## src/rtl/cpu_bus_seq.sv

```systemverilog
// Multi-beat little-endian operand sequencer between the 65832 execution FSM and the byte-wide bus.
// Optional read sign extension is enabled by defining CPU_BUS_SEQ_SEXT_EN.
module cpu_bus_seq #(
  parameter int  ADDR_W    = 32,
  parameter int  MAX_BYTES = 4,
  parameter int  TIMEOUT   = 64,
  localparam int DATA_W    = 8 * MAX_BYTES
) (
  input  logic              i_clk,
  input  logic              i_rst,
  input  logic              i_req,
  input  logic              i_we,
  input  logic [ADDR_W-1:0] i_addr,
  input  logic [1:0]        i_size,
  input  logic              i_zp_wrap,
  input  logic              i_sext,
  input  logic [DATA_W-1:0] i_wdata,
  output logic              o_busy,
  output logic              o_done,
  output logic              o_err,
  output logic [DATA_W-1:0] o_rdata,
  output logic              o_bus_cyc,
  output logic              o_bus_we,
  output logic [ADDR_W-1:0] o_bus_addr,
  output logic [7:0]        o_bus_data,
  input  logic [7:0]        i_bus_data,
  input  logic              i_bus_data_ready
);

  localparam int BEAT_W = (MAX_BYTES > 1) ? $clog2(MAX_BYTES) : 1;
  localparam int WAIT_W = (TIMEOUT > 0) ? $clog2(TIMEOUT + 1) : 1;
  localparam logic [WAIT_W-1:0] WAIT_LAST = (TIMEOUT > 0) ? WAIT_W'(TIMEOUT - 1) : '0;

  typedef enum logic [1:0] {
    S_IDLE,
    S_BEAT,
    S_DONE
  } state_t;

  state_t              state;
  state_t              state_nxt;

  logic                lat_we;
  logic                lat_zp;
  logic [1:0]          lat_size;
  logic [DATA_W-1:0]   lat_wdata;
  logic [ADDR_W-1:0]   beat_addr;
  logic [BEAT_W-1:0]   beat_k;
  logic [WAIT_W-1:0]   wait_cnt;
  logic [DATA_W-1:0]   rdata_q;
  logic                err_q;

`ifdef CPU_BUS_SEQ_SEXT_EN
  logic                lat_sext;
`else
  logic                unused_sext;
  assign unused_sext = i_sext;
`endif

  logic                accept;
  logic                size_bad;
  logic [BEAT_W-1:0]   last_beat;
  logic                beat_last;
  logic                timeout_hit;
  logic [ADDR_W-1:0]   addr_inc;

  assign accept      = (state == S_IDLE) && i_req;
  assign size_bad    = (1 << i_size) > MAX_BYTES;
  assign last_beat   = BEAT_W'((1 << lat_size) - 1);
  assign beat_last   = (beat_k == last_beat);
  // Ready in the final wait cycle completes the beat instead of aborting it.
  assign timeout_hit = (TIMEOUT != 0) && (state == S_BEAT) && !i_bus_data_ready
                       && (wait_cnt == WAIT_LAST);
  assign addr_inc    = lat_zp ? {beat_addr[ADDR_W-1:8], beat_addr[7:0] + 8'd1}
                              : beat_addr + ADDR_W'(1);

  // NOTE: sequential state uses <= so every register samples pre-edge values.
  always_ff @(posedge i_clk or posedge i_rst) begin
    if (i_rst) state <= S_IDLE;
    else       state <= state_nxt;
  end

  // NOTE: every always_comb output gets a default first so no latch is inferred.
  always_comb begin
    state_nxt = state;
    case (state)
      S_IDLE: if (i_req) state_nxt = size_bad ? S_DONE : S_BEAT;
      S_BEAT: begin
        if (i_bus_data_ready && beat_last) state_nxt = S_DONE;
        else if (timeout_hit)              state_nxt = S_DONE;
      end
      S_DONE:  state_nxt = S_IDLE;
      default: state_nxt = S_IDLE;
    endcase
  end

  always_comb begin
    o_busy     = (state != S_IDLE);
    o_done     = (state == S_DONE);
    o_err      = err_q;
    o_rdata    = rdata_q;
    o_bus_cyc  = (state == S_BEAT);
    o_bus_we   = (state == S_BEAT) && lat_we;
    o_bus_addr = (state == S_BEAT) ? beat_addr : '0;
    o_bus_data = '0;
    for (int b = 0; b < MAX_BYTES; b++) begin
      if ((state == S_BEAT) && (beat_k == BEAT_W'(b))) o_bus_data = lat_wdata[b*8 +: 8];
    end
  end

  // NOTE: the wide operand registers are reset as well so every output is 0 out of reset.
  always_ff @(posedge i_clk or posedge i_rst) begin
    if (i_rst) begin
      lat_we    <= 1'b0;
      lat_zp    <= 1'b0;
      lat_size  <= '0;
      lat_wdata <= '0;
      beat_addr <= '0;
      beat_k    <= '0;
      wait_cnt  <= '0;
      rdata_q   <= '0;
      err_q     <= 1'b0;
`ifdef CPU_BUS_SEQ_SEXT_EN
      lat_sext  <= 1'b0;
`endif
    end else if (accept) begin
      lat_we    <= i_we;
      lat_zp    <= i_zp_wrap;
      lat_size  <= i_size;
      lat_wdata <= i_wdata;
      beat_addr <= i_addr;
      beat_k    <= '0;
      wait_cnt  <= '0;
      rdata_q   <= '0;
      err_q     <= size_bad;
`ifdef CPU_BUS_SEQ_SEXT_EN
      lat_sext  <= i_sext;
`endif
    end else if (state == S_BEAT) begin
      if (i_bus_data_ready) begin
        for (int b = 0; b < MAX_BYTES; b++) begin
          if (!lat_we && (beat_k == BEAT_W'(b))) begin
            rdata_q[b*8 +: 8] <= i_bus_data;
          end
`ifdef CPU_BUS_SEQ_SEXT_EN
          // Fill the bytes above the operand from the sign bit of the final byte.
          else if (!lat_we && lat_sext && beat_last && (BEAT_W'(b) > beat_k)) begin
            rdata_q[b*8 +: 8] <= {8{i_bus_data[7]}};
          end
`endif
        end
        wait_cnt <= '0;
        if (!beat_last) begin
          beat_k    <= beat_k + BEAT_W'(1);
          beat_addr <= addr_inc;
        end
      end else if (timeout_hit) begin
        err_q <= 1'b1;
      end else if (TIMEOUT != 0) begin
        wait_cnt <= wait_cnt + WAIT_W'(1);
      end
    end
  end

endmodule

```

## config.mk

```make
export PLATFORM = sky130hd
export DESIGN_NAME = cpu_bus_seq
export DESIGN_NICKNAME = d
export VERILOG_FILES = /design/src/rtl/cpu_bus_seq.sv
export SDC_FILE = /design/constraint.sdc
export NUM_CORES = 1
export LEC_CHECK = 0
export ABC_AREA = 1
export CAP_MARGIN = 0
export CORE_MARGIN = 1
export CORE_UTILIZATION = 45
export DETAILED_ROUTE_END_ITERATION = 12
export GPL_TIMING_DRIVEN = 0
export PLACE_DENSITY = 0.76
export SYNTH_ARGS = -nofsm -noshare
export SYNTH_HDL_FRONTEND = slang
export SYNTH_SLANG_ARGS = --single-unit
```

## constraint.sdc

```tcl
create_clock -name i_clk -period 5.37 [get_ports i_clk]
set_clock_uncertainty 0.2 [all_clocks]
set_input_delay 1.074 -clock i_clk [delete_from_list [all_inputs] [get_ports i_clk]]
set_output_delay 1.074 -clock i_clk [all_outputs]
set_load 0.01 [all_outputs]
```

==> qor.txt <==
Clock Path Buffers -> 2
DP Worst Slack -> 1860 ps
slowest stage delay, CP -> 520 ps
Least-Margin Pin Slew -> 503 ps
via count -> 6421
hold path cells -> 2
Ports -> 158
Starting Density -> 46.1%
combinational share of power -> 51.8%
Clock power frac -> 15.9%
synth top area cells -> dfrtp_1, nand2_1, nor2_1
Final Critical Period -> 3930 ps
antenna cells -> 0
Syn Area/Cell -> 6.88 µm²
CP Launch Type -> flip-flop
Pleak -> 0.00419 µW
max-cap violation count -> 0
Synth Register Bits -> 112
unrepaired setup endpoints after global routing -> false
die area -> 14600 µm²
Crit Path Max Fanout -> 10
Clk pin slew, worst setup/hold paths -> 70 ps
WHS Endpoint -> o_rdata[8]$_DFFE_PP0P_
setup bufs post-CTS -> 0
die width -> 121 µm
PwrDens -> 542 nW/µm²
Port Buffers -> 156
Core Rows -> 43
Cell Chain, Critical Path -> nor2_8 -> inv_2 -> buf_2 -> nor2_2 -> inv_1 -> nand2_1 -> a31oi_1 -> clkdlybuf4s50_1
Final Max Slew Viols -> 0
relative slew slack -> 66.5%
Req. time, crit path -> 4100 ps
cts hold-fix bufs -> 0
total CTS buffers -> 9
synthesized net count -> 1012
Synth area leader -> dfrtp_1
cell count after placement -> 1262
P&R area growth vs syn -> 33.6%
wire per inst -> 14.2 µm
Hold Slack -> 284 ps
reg2reg end -> beat_addr[14]$_DFFE_PP0P_
DR iter-0 viols -> 535
clk root buf -> clkbuf_16
leading cell type by number of instances after synthesis -> nand2_1
vias in the first global route -> 6145
reg2reg start -> beat_addr[1]$_DFFE_PP0P_
Hold Path Origin -> o_rdata[8]$_DFFE_PP0P_
outcome -> finished clean
grt total ovfl -> 0
total track usage -> 26.3%
worst skew pair latency -> 360 ps
Max Clock Freq -> 254 MHz
Nets -> 1180
register area share after synthesis -> 44.0%
Yosys cell types -> 35
setup violators final -> 0
switching part of the total power -> 42.7%
fraction of layout cells with a size suffix above 1 -> 5.38%
min-delay worst type -> flip-flop to flip-flop
core area -> 13800 µm²
antenna violations before repair -> 0
first-pass GRT wire length -> 30000 µm
cell internal pwr -> 2640 µW
Synth Warn # -> 0
post-cts resize count -> 0
number of synthesized flops with an enable pin -> 0
CTS tree -> yes
sw power -> 1970 µW
HPWL Detailed -> 13500 µm
asr flop ratio synth -> 100%
FF-to-FF path depth -> 10
Worst path slowest cell -> clkdlybuf4s50_1
final worst slack -> 1440 ps
Post-Synthesis Cells -> 925
Die Y -> 121 µm
post-route cell area -> 8500 µm²
final estimated routing congestion in global placement -> 0.927
Final Cycle Share -> 73.2%
Via density -> 5.03
Post-Route WL -> 18200 µm
drt pass-1 iters -> 5
Yosys top cell area share -> 44.0%
Critical Path AT -> 2660 ps
Reg power frac -> 32.3%
post-place instance area -> 8190 µm²
Pwr Total -> 4610 µW
worst IR drop on VDD -> 0.289 mV
Reg2Reg Setup Slack -> 3140 ps
residual DRC count -> 0
critical path endpoint category -> primary output
CP Class -> flip-flop to primary output
Post-synth top cells -> nand2_1, nor2_1, dfrtp_1, inv_1, nand3_1
Routed Antenna Nets -> 0
Synth Flop Type -> dfrtp_1
largest net degree at the start of global routing -> 70
Non-Filler Instances -> 1277
final hold violations -> 0
clock sink total -> 112
H-tree Lvls -> 3
area of the mapped netlist -> 6370 µm²
-- power groups by stage --
stage               clock network (µW)  registers [µW]  logic (µW)
global route                       771            1530        2670
global placement                     0            1490        2330
detailed placement                   0            1490        2380
finish                             735            1490        2390
floorplan                            0            1480        1390
CTS                                745            1480        2390
-- critical path, delay by kind of cell, from the launching register on --
kind | cells | cell delay (ps)
buffers and inverters | 4 | 1020
flip-flops | 1 | 450
AO/OA/AOI/OAI | 1 | 110
AND/OR/NAND/NOR | 3 | 710
-- registers in the layout, indices dropped and copies added (netlist names) --
register	cells
lat_zp	1
o_rdata	32
lat_wdata	32
state	2
wait_cnt	7
o_err	1
lat_we	1
beat_addr	32
beat_k	2
lat_size	2
-- cells by family after synthesis --
logic type	count (synthesis)	share of synthesized area, %
buffers and inverters	133	8.43
adders and majority gates	6	1.18
DFF	112	44.0
xor gates and xnor gates	5	0.688
AOI/OAI and AO/OA	96	9.47
and+or+nand+nor	573	36.2
-- metrics by stage --
step | util, % | setup TNS, ps
2_1_floorplan | - | 0
3_3_place_gp | 59.0 | -70400
3_5_place_dp | 59.2 | 0
4_1_cts | 61.5 | 0
5_1_grt | 61.5 | 0
6_report | 61.5 | 0
-- cells in the final DEF, fill, tap and decap left out, types with 4 or more instances in the layout --
cell type,n
o22ai_1,8
o21ai_0,45
nor2_2,4
dfrtp_1,112
xor2_1,5
ha_1,6
a21boi_1,13
inv_2,9
clkbuf_16,9
clkdlybuf4s50_1,156
buf_2,15
nor2_1,139
clkbuf_1,6
nand3_1,54
inv_1,96
nand2_1,363
a31oi_1,9
a21oi_1,6
o21ai_1,9
-- metal layers --
metal  wire length, µm  share of wire (%)  vias up  GRT usage (%)
met5                 0                  0        -              0
met4               332                1.8        0           7.87
met3              1260                6.9       20           6.44
met2              8290                 46      209           41.8
met1              8290                 46     2994           35.6
li1                  -                  -     3198              -
-- area by class of cell --
type	count	area [µm²]
multi-input cells	680	3030
flip-flops and latches	112	2800
fillers	1314	5320
repair buffers	157	1590
inverters	106	403
plain buffers	27	139
clock inverters	5	88.8
clock buffers	10	229
well taps	180	225
-- worst max-delay path by stage --
stage / from / end / slack (ps) / cells after the start
2_1_floorplan: i_rst / beat_addr[0]$_DFFE_PP0P_ / 1140 / 1
3_3_place_gp: i_rst / beat_addr[21]$_DFFE_PP0P_ / -630 / 2
3_5_place_dp: state[1]$_DFFE_PP0P_ / o_bus_data[4] / 1860 / 8
4_1_cts: state[1]$_DFFE_PP0P_ / o_bus_data[4] / 1450 / 8
5_1_grt: state[1]$_DFFE_PP0P_ / o_bus_data[4] / 1270 / 8
6_report: state[1]$_DFFE_PP0P_ / o_bus_data[4] / 1440 / 8
No activity file was read; power rests on OpenSTA's default activity.
